<file path="config.mk">
export PLATFORM = sky130hd
export DESIGN_NAME = cicero_job_loader
export DESIGN_NICKNAME = d
export VERILOG_FILES = /design/src/rtl/AXI_package.sv /design/src/rtl/cicero_loader_watchdog.sv /design/src/rtl/cicero_job_loader.sv
export SDC_FILE = /design/constraint.sdc
export NUM_CORES = 1
export LEC_CHECK = 0
export CAP_MARGIN = 0
export CORE_AREA = 2 2 126 220
export CTS_CLUSTER_SIZE = 16
export DETAILED_ROUTE_END_ITERATION = 12
export DIE_AREA = 0 0 128 222
export PLACE_DENSITY = 0.58
export SLEW_MARGIN = 20
export SYNTH_ARGS = -nofsm -noshare
export SYNTH_HDL_FRONTEND = slang
export SYNTH_HIERARCHICAL = 1
export SYNTH_SLANG_ARGS = --single-unit
</file>
<file path="constraint.sdc">
create_clock -name clk -period 4.5 [get_ports clk]
set_input_delay 0.9 -clock clk [delete_from_list [all_inputs] [get_ports clk]]
set_output_delay 0.9 -clock clk [all_outputs]
set_load 0.05 [all_outputs]
</file>
<file path="src/rtl/AXI_package.sv">
// Shared register map for the Cicero AXI_top coprocessor and its host-side job loader.
// Holds command/status encodings, the loader state type and the result codes returned to the host.
package AXI_package;

    localparam int unsigned REG_WIDTH = 32;

    localparam logic [REG_WIDTH-1:0] CMD_NOP                = 32'd0;
    localparam logic [REG_WIDTH-1:0] CMD_WRITE              = 32'd1;
    localparam logic [REG_WIDTH-1:0] CMD_START              = 32'd2;
    localparam logic [REG_WIDTH-1:0] CMD_RESET              = 32'd3;
    localparam logic [REG_WIDTH-1:0] CMD_READ_ELAPSED_CLOCK = 32'd4;
    localparam logic [REG_WIDTH-1:0] CMD_RESTART            = 32'd5;

    localparam logic [REG_WIDTH-1:0] STATUS_IDLE     = 32'd0;
    localparam logic [REG_WIDTH-1:0] STATUS_RUNNING  = 32'd1;
    localparam logic [REG_WIDTH-1:0] STATUS_ACCEPTED = 32'd2;
    localparam logic [REG_WIDTH-1:0] STATUS_REJECTED = 32'd3;
    localparam logic [REG_WIDTH-1:0] STATUS_ERROR    = 32'd4;

    localparam logic [1:0] RESULT_ACCEPTED = 2'd0;
    localparam logic [1:0] RESULT_REJECTED = 2'd1;
    localparam logic [1:0] RESULT_ERROR    = 2'd2;
    localparam logic [1:0] RESULT_TIMEOUT  = 2'd3;

    typedef logic [3:0] loader_state_t;

    localparam loader_state_t ST_HDR     = 4'd0;
    localparam loader_state_t ST_DATA    = 4'd1;
    localparam loader_state_t ST_CCS     = 4'd2;
    localparam loader_state_t ST_CCE     = 4'd3;
    localparam loader_state_t ST_START   = 4'd4;
    localparam loader_state_t ST_RUN     = 4'd5;
    localparam loader_state_t ST_ELAPSED = 4'd6;
    localparam loader_state_t ST_RESULT  = 4'd7;
    localparam loader_state_t ST_RESTART = 4'd8;
    localparam loader_state_t ST_ABORT   = 4'd9;

    function automatic logic is_terminal(input logic [REG_WIDTH-1:0] status);
        return (status == STATUS_ACCEPTED) || (status == STATUS_REJECTED) ||
               (status == STATUS_ERROR);
    endfunction

    function automatic logic [1:0] result_code(input logic [REG_WIDTH-1:0] status);
        logic [1:0] code;
        code = RESULT_ERROR;
        if (status == STATUS_ACCEPTED) code = RESULT_ACCEPTED;
        else if (status == STATUS_REJECTED) code = RESULT_REJECTED;
        return code;
    endfunction

endpackage

</file>
<file path="src/rtl/cicero_loader_watchdog.sv">
// RUN-phase cycle counter for the job loader; flags expiry after TIMEOUT_CYCLES RUN cycles.
// Compiled only with CICERO_LOADER_TIMEOUT_EN.
`ifdef CICERO_LOADER_TIMEOUT_EN
module cicero_loader_watchdog
    import AXI_package::*;
#(
    parameter int unsigned TIMEOUT_CYCLES = 1048576
) (
    input  logic clk_i,
    input  logic rst_ni,
    input  logic clear_i,
    input  logic enable_i,
    output logic expired_o
);

    logic [REG_WIDTH-1:0] count_q;
    logic [REG_WIDTH-1:0] count_d;

    always_comb begin
        count_d = count_q;
        if (clear_i) count_d = '0;
        else if (enable_i) count_d = count_q + REG_WIDTH'(1);
    end

    always_ff @(posedge clk_i or negedge rst_ni) begin
        if (!rst_ni) count_q <= '0;
        else         count_q <= count_d;
    end

    assign expired_o = enable_i && (count_q == REG_WIDTH'(TIMEOUT_CYCLES - 1));

endmodule
`endif

</file>
<file path="src/rtl/cicero_job_loader.sv">
// Host-side job sequencer driving AXI_top: loads an image, starts it, returns elapsed cycles.
// Optional RUN watchdog enabled by CICERO_LOADER_TIMEOUT_EN.
module cicero_job_loader
    import AXI_package::*;
#(
    parameter int unsigned BRAM_WRITE_ADDR_WIDTH = 10,
    parameter int unsigned TIMEOUT_CYCLES        = 1048576
) (
    input  logic                 clk,
    input  logic                 rst,
    input  logic [REG_WIDTH-1:0] in_data,
    input  logic                 in_valid,
    output logic                 in_ready,
    output logic [REG_WIDTH-1:0] address_register,
    output logic [REG_WIDTH-1:0] data_in_register,
    output logic [REG_WIDTH-1:0] start_cc_pointer_register,
    output logic [REG_WIDTH-1:0] end_cc_pointer_register,
    output logic [REG_WIDTH-1:0] cmd_register,
    input  logic [REG_WIDTH-1:0] status_register,
    input  logic [REG_WIDTH-1:0] data_o_register,
    output logic [REG_WIDTH-1:0] result_data,
    output logic [1:0]           result_status,
    output logic                 result_valid,
    input  logic                 result_ready
);

    localparam int unsigned AW = BRAM_WRITE_ADDR_WIDTH;

    loader_state_t        state_q, state_d;
    logic [AW-1:0]        waddr_q, waddr_d;
    logic [9:0]           rem_q, rem_d;
    logic                 tmo_q, tmo_d;
    logic [REG_WIDTH-1:0] cmd_q, cmd_d;
    logic [REG_WIDTH-1:0] addr_q, addr_d;
    logic [REG_WIDTH-1:0] wdata_q, wdata_d;
    logic [REG_WIDTH-1:0] ccs_q, ccs_d;
    logic [REG_WIDTH-1:0] cce_q, cce_d;
    logic [REG_WIDTH-1:0] rdata_q, rdata_d;
    logic [1:0]           rstat_q, rstat_d;
    logic                 rvalid_q, rvalid_d;
    logic                 hs;

    assign in_ready = (state_q == ST_HDR) || (state_q == ST_DATA) ||
                      (state_q == ST_CCS) || (state_q == ST_CCE);
    assign hs       = in_valid && in_ready;

`ifdef CICERO_LOADER_TIMEOUT_EN
    logic wd_expired;

    cicero_loader_watchdog #(
        .TIMEOUT_CYCLES(TIMEOUT_CYCLES)
    ) u_watchdog (
        .clk_i    (clk),
        .rst_ni   (rst),
        .clear_i  ((state_q == ST_START) && (state_d == ST_RUN)),
        .enable_i (state_q == ST_RUN),
        .expired_o(wd_expired)
    );
`endif

    // cmd_d is the command for the cycle after this one, so it follows state_d
    always_comb begin
        state_d  = state_q;
        waddr_d  = waddr_q;
        rem_d    = rem_q;
        tmo_d    = tmo_q;
        cmd_d    = CMD_NOP;
        addr_d   = addr_q;
        wdata_d  = wdata_q;
        ccs_d    = ccs_q;
        cce_d    = cce_q;
        rdata_d  = rdata_q;
        rstat_d  = rstat_q;
        rvalid_d = rvalid_q;

        case (state_q)
            ST_HDR: begin
                if (hs) begin
                    waddr_d = in_data[AW-1:0];
                    rem_d   = in_data[25:16];
                    tmo_d   = 1'b0;
                    state_d = (in_data[25:16] != 10'd0) ? ST_DATA : ST_CCS;
                end
            end
            ST_DATA: begin
                if (hs) begin
                    cmd_d   = CMD_WRITE;
                    addr_d  = REG_WIDTH'(waddr_q);
                    wdata_d = in_data;
                    waddr_d = waddr_q + AW'(1);
                    rem_d   = rem_q - 10'd1;
                    if (rem_q == 10'd1) state_d = ST_CCS;
                end
            end
            ST_CCS: begin
                if (hs) begin
                    ccs_d   = in_data;
                    state_d = ST_CCE;
                end
            end
            ST_CCE: begin
                if (hs) begin
                    cce_d   = in_data;
                    state_d = ST_START;
                    cmd_d   = CMD_START;
                end
            end
            ST_START: begin
                if (status_register != STATUS_IDLE) state_d = ST_RUN;
                else                                cmd_d   = CMD_START;
            end
            ST_RUN: begin
                // a terminal status on the watchdog limit cycle takes priority
                if (is_terminal(status_register)) begin
                    rstat_d = result_code(status_register);
                    state_d = ST_ELAPSED;
                    cmd_d   = CMD_READ_ELAPSED_CLOCK;
                end
`ifdef CICERO_LOADER_TIMEOUT_EN
                else if (wd_expired) begin
                    state_d = ST_ABORT;
                    cmd_d   = CMD_RESET;
                end
`endif
            end
            ST_ELAPSED: begin
                rdata_d  = data_o_register;
                rvalid_d = 1'b1;
                state_d  = ST_RESULT;
            end
            ST_ABORT: begin
                rdata_d  = REG_WIDTH'(TIMEOUT_CYCLES);
                rstat_d  = RESULT_TIMEOUT;
                rvalid_d = 1'b1;
                tmo_d    = 1'b1;
                state_d  = ST_RESULT;
            end
            ST_RESULT: begin
                if (result_ready) begin
                    rvalid_d = 1'b0;
                    if (tmo_q) begin
                        state_d = ST_HDR;
                    end else begin
                        state_d = ST_RESTART;
                        cmd_d   = CMD_RESTART;
                    end
                end
            end
            ST_RESTART: begin
                if (status_register == STATUS_IDLE) state_d = ST_HDR;
                else                                cmd_d   = CMD_RESTART;
            end
            default: state_d = ST_HDR;
        endcase
    end

    always_ff @(posedge clk or negedge rst) begin
        if (!rst) begin
            state_q  <= ST_HDR;
            waddr_q  <= '0;
            rem_q    <= '0;
            tmo_q    <= 1'b0;
            cmd_q    <= CMD_NOP;
            addr_q   <= '0;
            wdata_q  <= '0;
            ccs_q    <= '0;
            cce_q    <= '0;
            rdata_q  <= '0;
            rstat_q  <= '0;
            rvalid_q <= 1'b0;
        end else begin
            state_q  <= state_d;
            waddr_q  <= waddr_d;
            rem_q    <= rem_d;
            tmo_q    <= tmo_d;
            cmd_q    <= cmd_d;
            addr_q   <= addr_d;
            wdata_q  <= wdata_d;
            ccs_q    <= ccs_d;
            cce_q    <= cce_d;
            rdata_q  <= rdata_d;
            rstat_q  <= rstat_d;
            rvalid_q <= rvalid_d;
        end
    end

    assign cmd_register              = cmd_q;
    assign address_register          = addr_q;
    assign data_in_register          = wdata_q;
    assign start_cc_pointer_register = ccs_q;
    assign end_cc_pointer_register   = cce_q;
    assign result_data               = rdata_q;
    assign result_status             = rstat_q;
    assign result_valid              = rvalid_q;

endmodule

</file>
==> flow_summary.ini <==
[outcome]
status = completed

[place]
dpl_cell_area_sq_um = 9930
routabilityCongestion = 0.758
port_buffers = 244
dp_hpwl_microns = 15100
dp.cells = 1134

[power]
comb_power_share_pct = 52.9
p_int_mw = 5.01
power.leakage_nw = 4.53
power_frac_clock_pct = 18.0
p_switching_mw = 4.24
seq_power_share_pct = 29.1
p_sw_share_pct = 45.8
power_density_nw_per_um2 = 871
ir_worst_vdd_mv = 0.446

[cts]
tritoncts.num_buffers = 17
post_cts_buffers = 0
cts-root-buf = clkbuf_16
cts_resized = 0
cts_tree = built
clockBufferDepth = 2
clkSinkCount = 169
htreeDepth = 4
cts-hold-fix-buffers = 0
clk_pin_slew_worst_paths_ps = 60
clk_latency_ps = 440

[cells_and_area]
instances_no_fill = 1168
final_nets = 933
drive_gt1_share_pct = 18.3
syn2layout_area_growth_pct = 44.5
nFillCells = 2555
seq_area_sq_um = 4230
multi_input_area_sq_um = 2780
fin_area_sq_um = 10600

[routing]
routed_wl_microns = 20700
drt_iter0_markers = 171
num_vias = 5425
ant_nets = 0
drt_pass1_iterations = 4
post_drt_wl_per_cell_microns = 17.7
avgViaCountPerCell = 4.64
drcViolationCount = 0

[timing]
fin_crit_sh_pct = 71.8
slew_headroom_pct = 33.8
rsz0062_at_grt = no
worst_slew_pin_slew_ps = 992
hold_viol = 0
hold_slack_ps = 500
slew_violations = 0
period_minus_slack_ps = 3230
fin_skew_ps = 9.10
setup_viol = 0
max_freq_mhz = 310
tns_ps = 0

[synth]
ys_async_sr_fraction_pct = 100
synth_warnings = 6
synth-edff-count = 0
syn_area_sq_um = 7360
synth.most_common_cell = dfrtp_1
ys_types = 46
synthFlopType = dfrtp_1
yosys-top-cells-area = dfrtp_1 57%, mux2_2 16%, buf_4 5.2%
synth_common_cells = 169 x dfrtp_1, 107 x mux2_2, 51 x buf_4
syn-instance-count = 591
avgSynthCellArea_sq_um = 12.4
synth.top_cell.area_share_pct = 57.5
post-synth-top-area-cell = dfrtp_1
ys_seq_elements = 169
seq_area_frac_synth_pct = 57.5

[floorplan]
core_sq_um = 26500
rows = 79
die_area_sq_um = 28400
die_w_microns = 128
io_pins = 296
start_util_pct = 27.8
die_y_microns = 222

[critical_path]
worst-path-buf-inv = 1
critPathSlowestCell = clkdlybuf4s50_1
critPathLaunchType = flip-flop
cp_cell_sequence = nor2_1 -> clkdlybuf4s50_1
path_max_fanout = 12
end_kind = output port
crit_path_max_incr_delay_ps = 920
crit_family = buffers and inverters
path_class = flip-flop to output port
cp.arrival_ps = 2330
cp_data_required_time_ps = 3600
cp-startpoint = state_q[2]$_DFFE_PN0P_
timing.rr.start = state_q[2]$_DFFE_PN0P_

[grt]
grt_max_degree = 112
antenna_found_initial = 1
grt_pass1_vias = 5518
gr-total-overflow = 0
grt_usage_pct = 14.8
grt_pass1_wl_microns = 31900

[job]
cap_violations = 0

[worst_hold_path]
min_path_type = flip-flop to flip-flop
holdCritStartpoint = result_data[1]$_DFFE_PN0P_
## kinds of logic (layout without fill, tap and decap cells)
kind of cell	count (synthesis)	count (layout)	synth area share [%]
AO/OA/AOI/OAI	118	118	10.3
adder cells (fa/ha/maj)	3	3	0.510
buffers and inverters	86	288	7.53
flip-flops	169	169	57.5
multiplexers	108	108	16.5
other	1	52	0.0510
AND/OR/NAND/NOR	106	106	7.62
## flip-flops by register name, indices dropped and copies added (netlist names)
register,count
data_in_register,32
result_data,32
result_status,2
start_cc_pointer_register,32
tmo_q,1
cmd_register,3
state_q,4
result_valid,1
rem_q,10
waddr_q,10
end_cc_pointer_register,32
address_register,10
## metrics by stage
step	utilization [%]	worst slack [ps]	power, mW
after floorplan	-	2320	5.94
after global placement	37.5	1170	7.61
after detailed placement	37.5	1120	7.65
after CTS	40.0	1230	9.37
after global routing	40.1	1130	9.70
final	40.1	1270	9.26
## worst register-to-register path: stages, from the launching register on
cell and delay (ps):
dfrtp_1 540, nor2_1 430, and2_1 690, nand3_1 300, o22ai_1 240, a21oi_1 100
## placed cells by master (no fill, tap or decap), types with 9 or more instances in the layout
cell / instances
a22o_1: 31
clkdlybuf4s50_1: 243
o22ai_1: 11
nor4_1: 9
nand3_1: 15
nand2_1: 24
a21oi_1: 40
dfrtp_1: 169
mux2_2: 107
nor2_1: 17
conb_1: 51
o21ai_0: 19
clkbuf_16: 17
## layer usage
layer	share of wire, %	vias up	global-route usage (%)
met5	0	-	0
met4	3.6	0	6.84
met3	5.6	35	4.42
met2	55	217	27.2
met1	36	2671	15.3
li1	-	2502	-
## power by group through the flow
stage	Sequential (mW)	Clock, mW	Combinational, mW
3_3_place_gp	2.71	0	4.91
3_5_place_dp	2.71	0	4.94
6_report	2.69	1.67	4.89
4_1_cts	2.70	1.73	4.94
5_1_grt	2.79	1.79	5.11
2_1_floorplan	4.71	0	1.23
## final cells by class
cell class	count	share of cell area, %
clock inverters	12	2.06
inverters	5	0.177
well taps	324	3.81
repair buffers	251	23.8
diodes	1	0.0235
clock buffers	20	4.20
flip-flops and latches	169	39.8
multi-input cells	386	26.1
## final timing paths
check	endpoint	slack [ps]	depth (start not counted)
min	result_data[1]$_DFFE_PN0P_	500	1
max reg2reg	waddr_q[6]$_DFFE_PN0P_	2030	5
min in group asynchronous	start_cc_pointer_register[15]$_DFFE_PN0P_	590	1
min reg2reg	result_data[1]$_DFFE_PN0P_	500	1
max	in_ready	1270	2
max in group asynchronous	result_data[24]$_DFFE_PN0P_	3060	2
(Power assumes the default switching activity.)
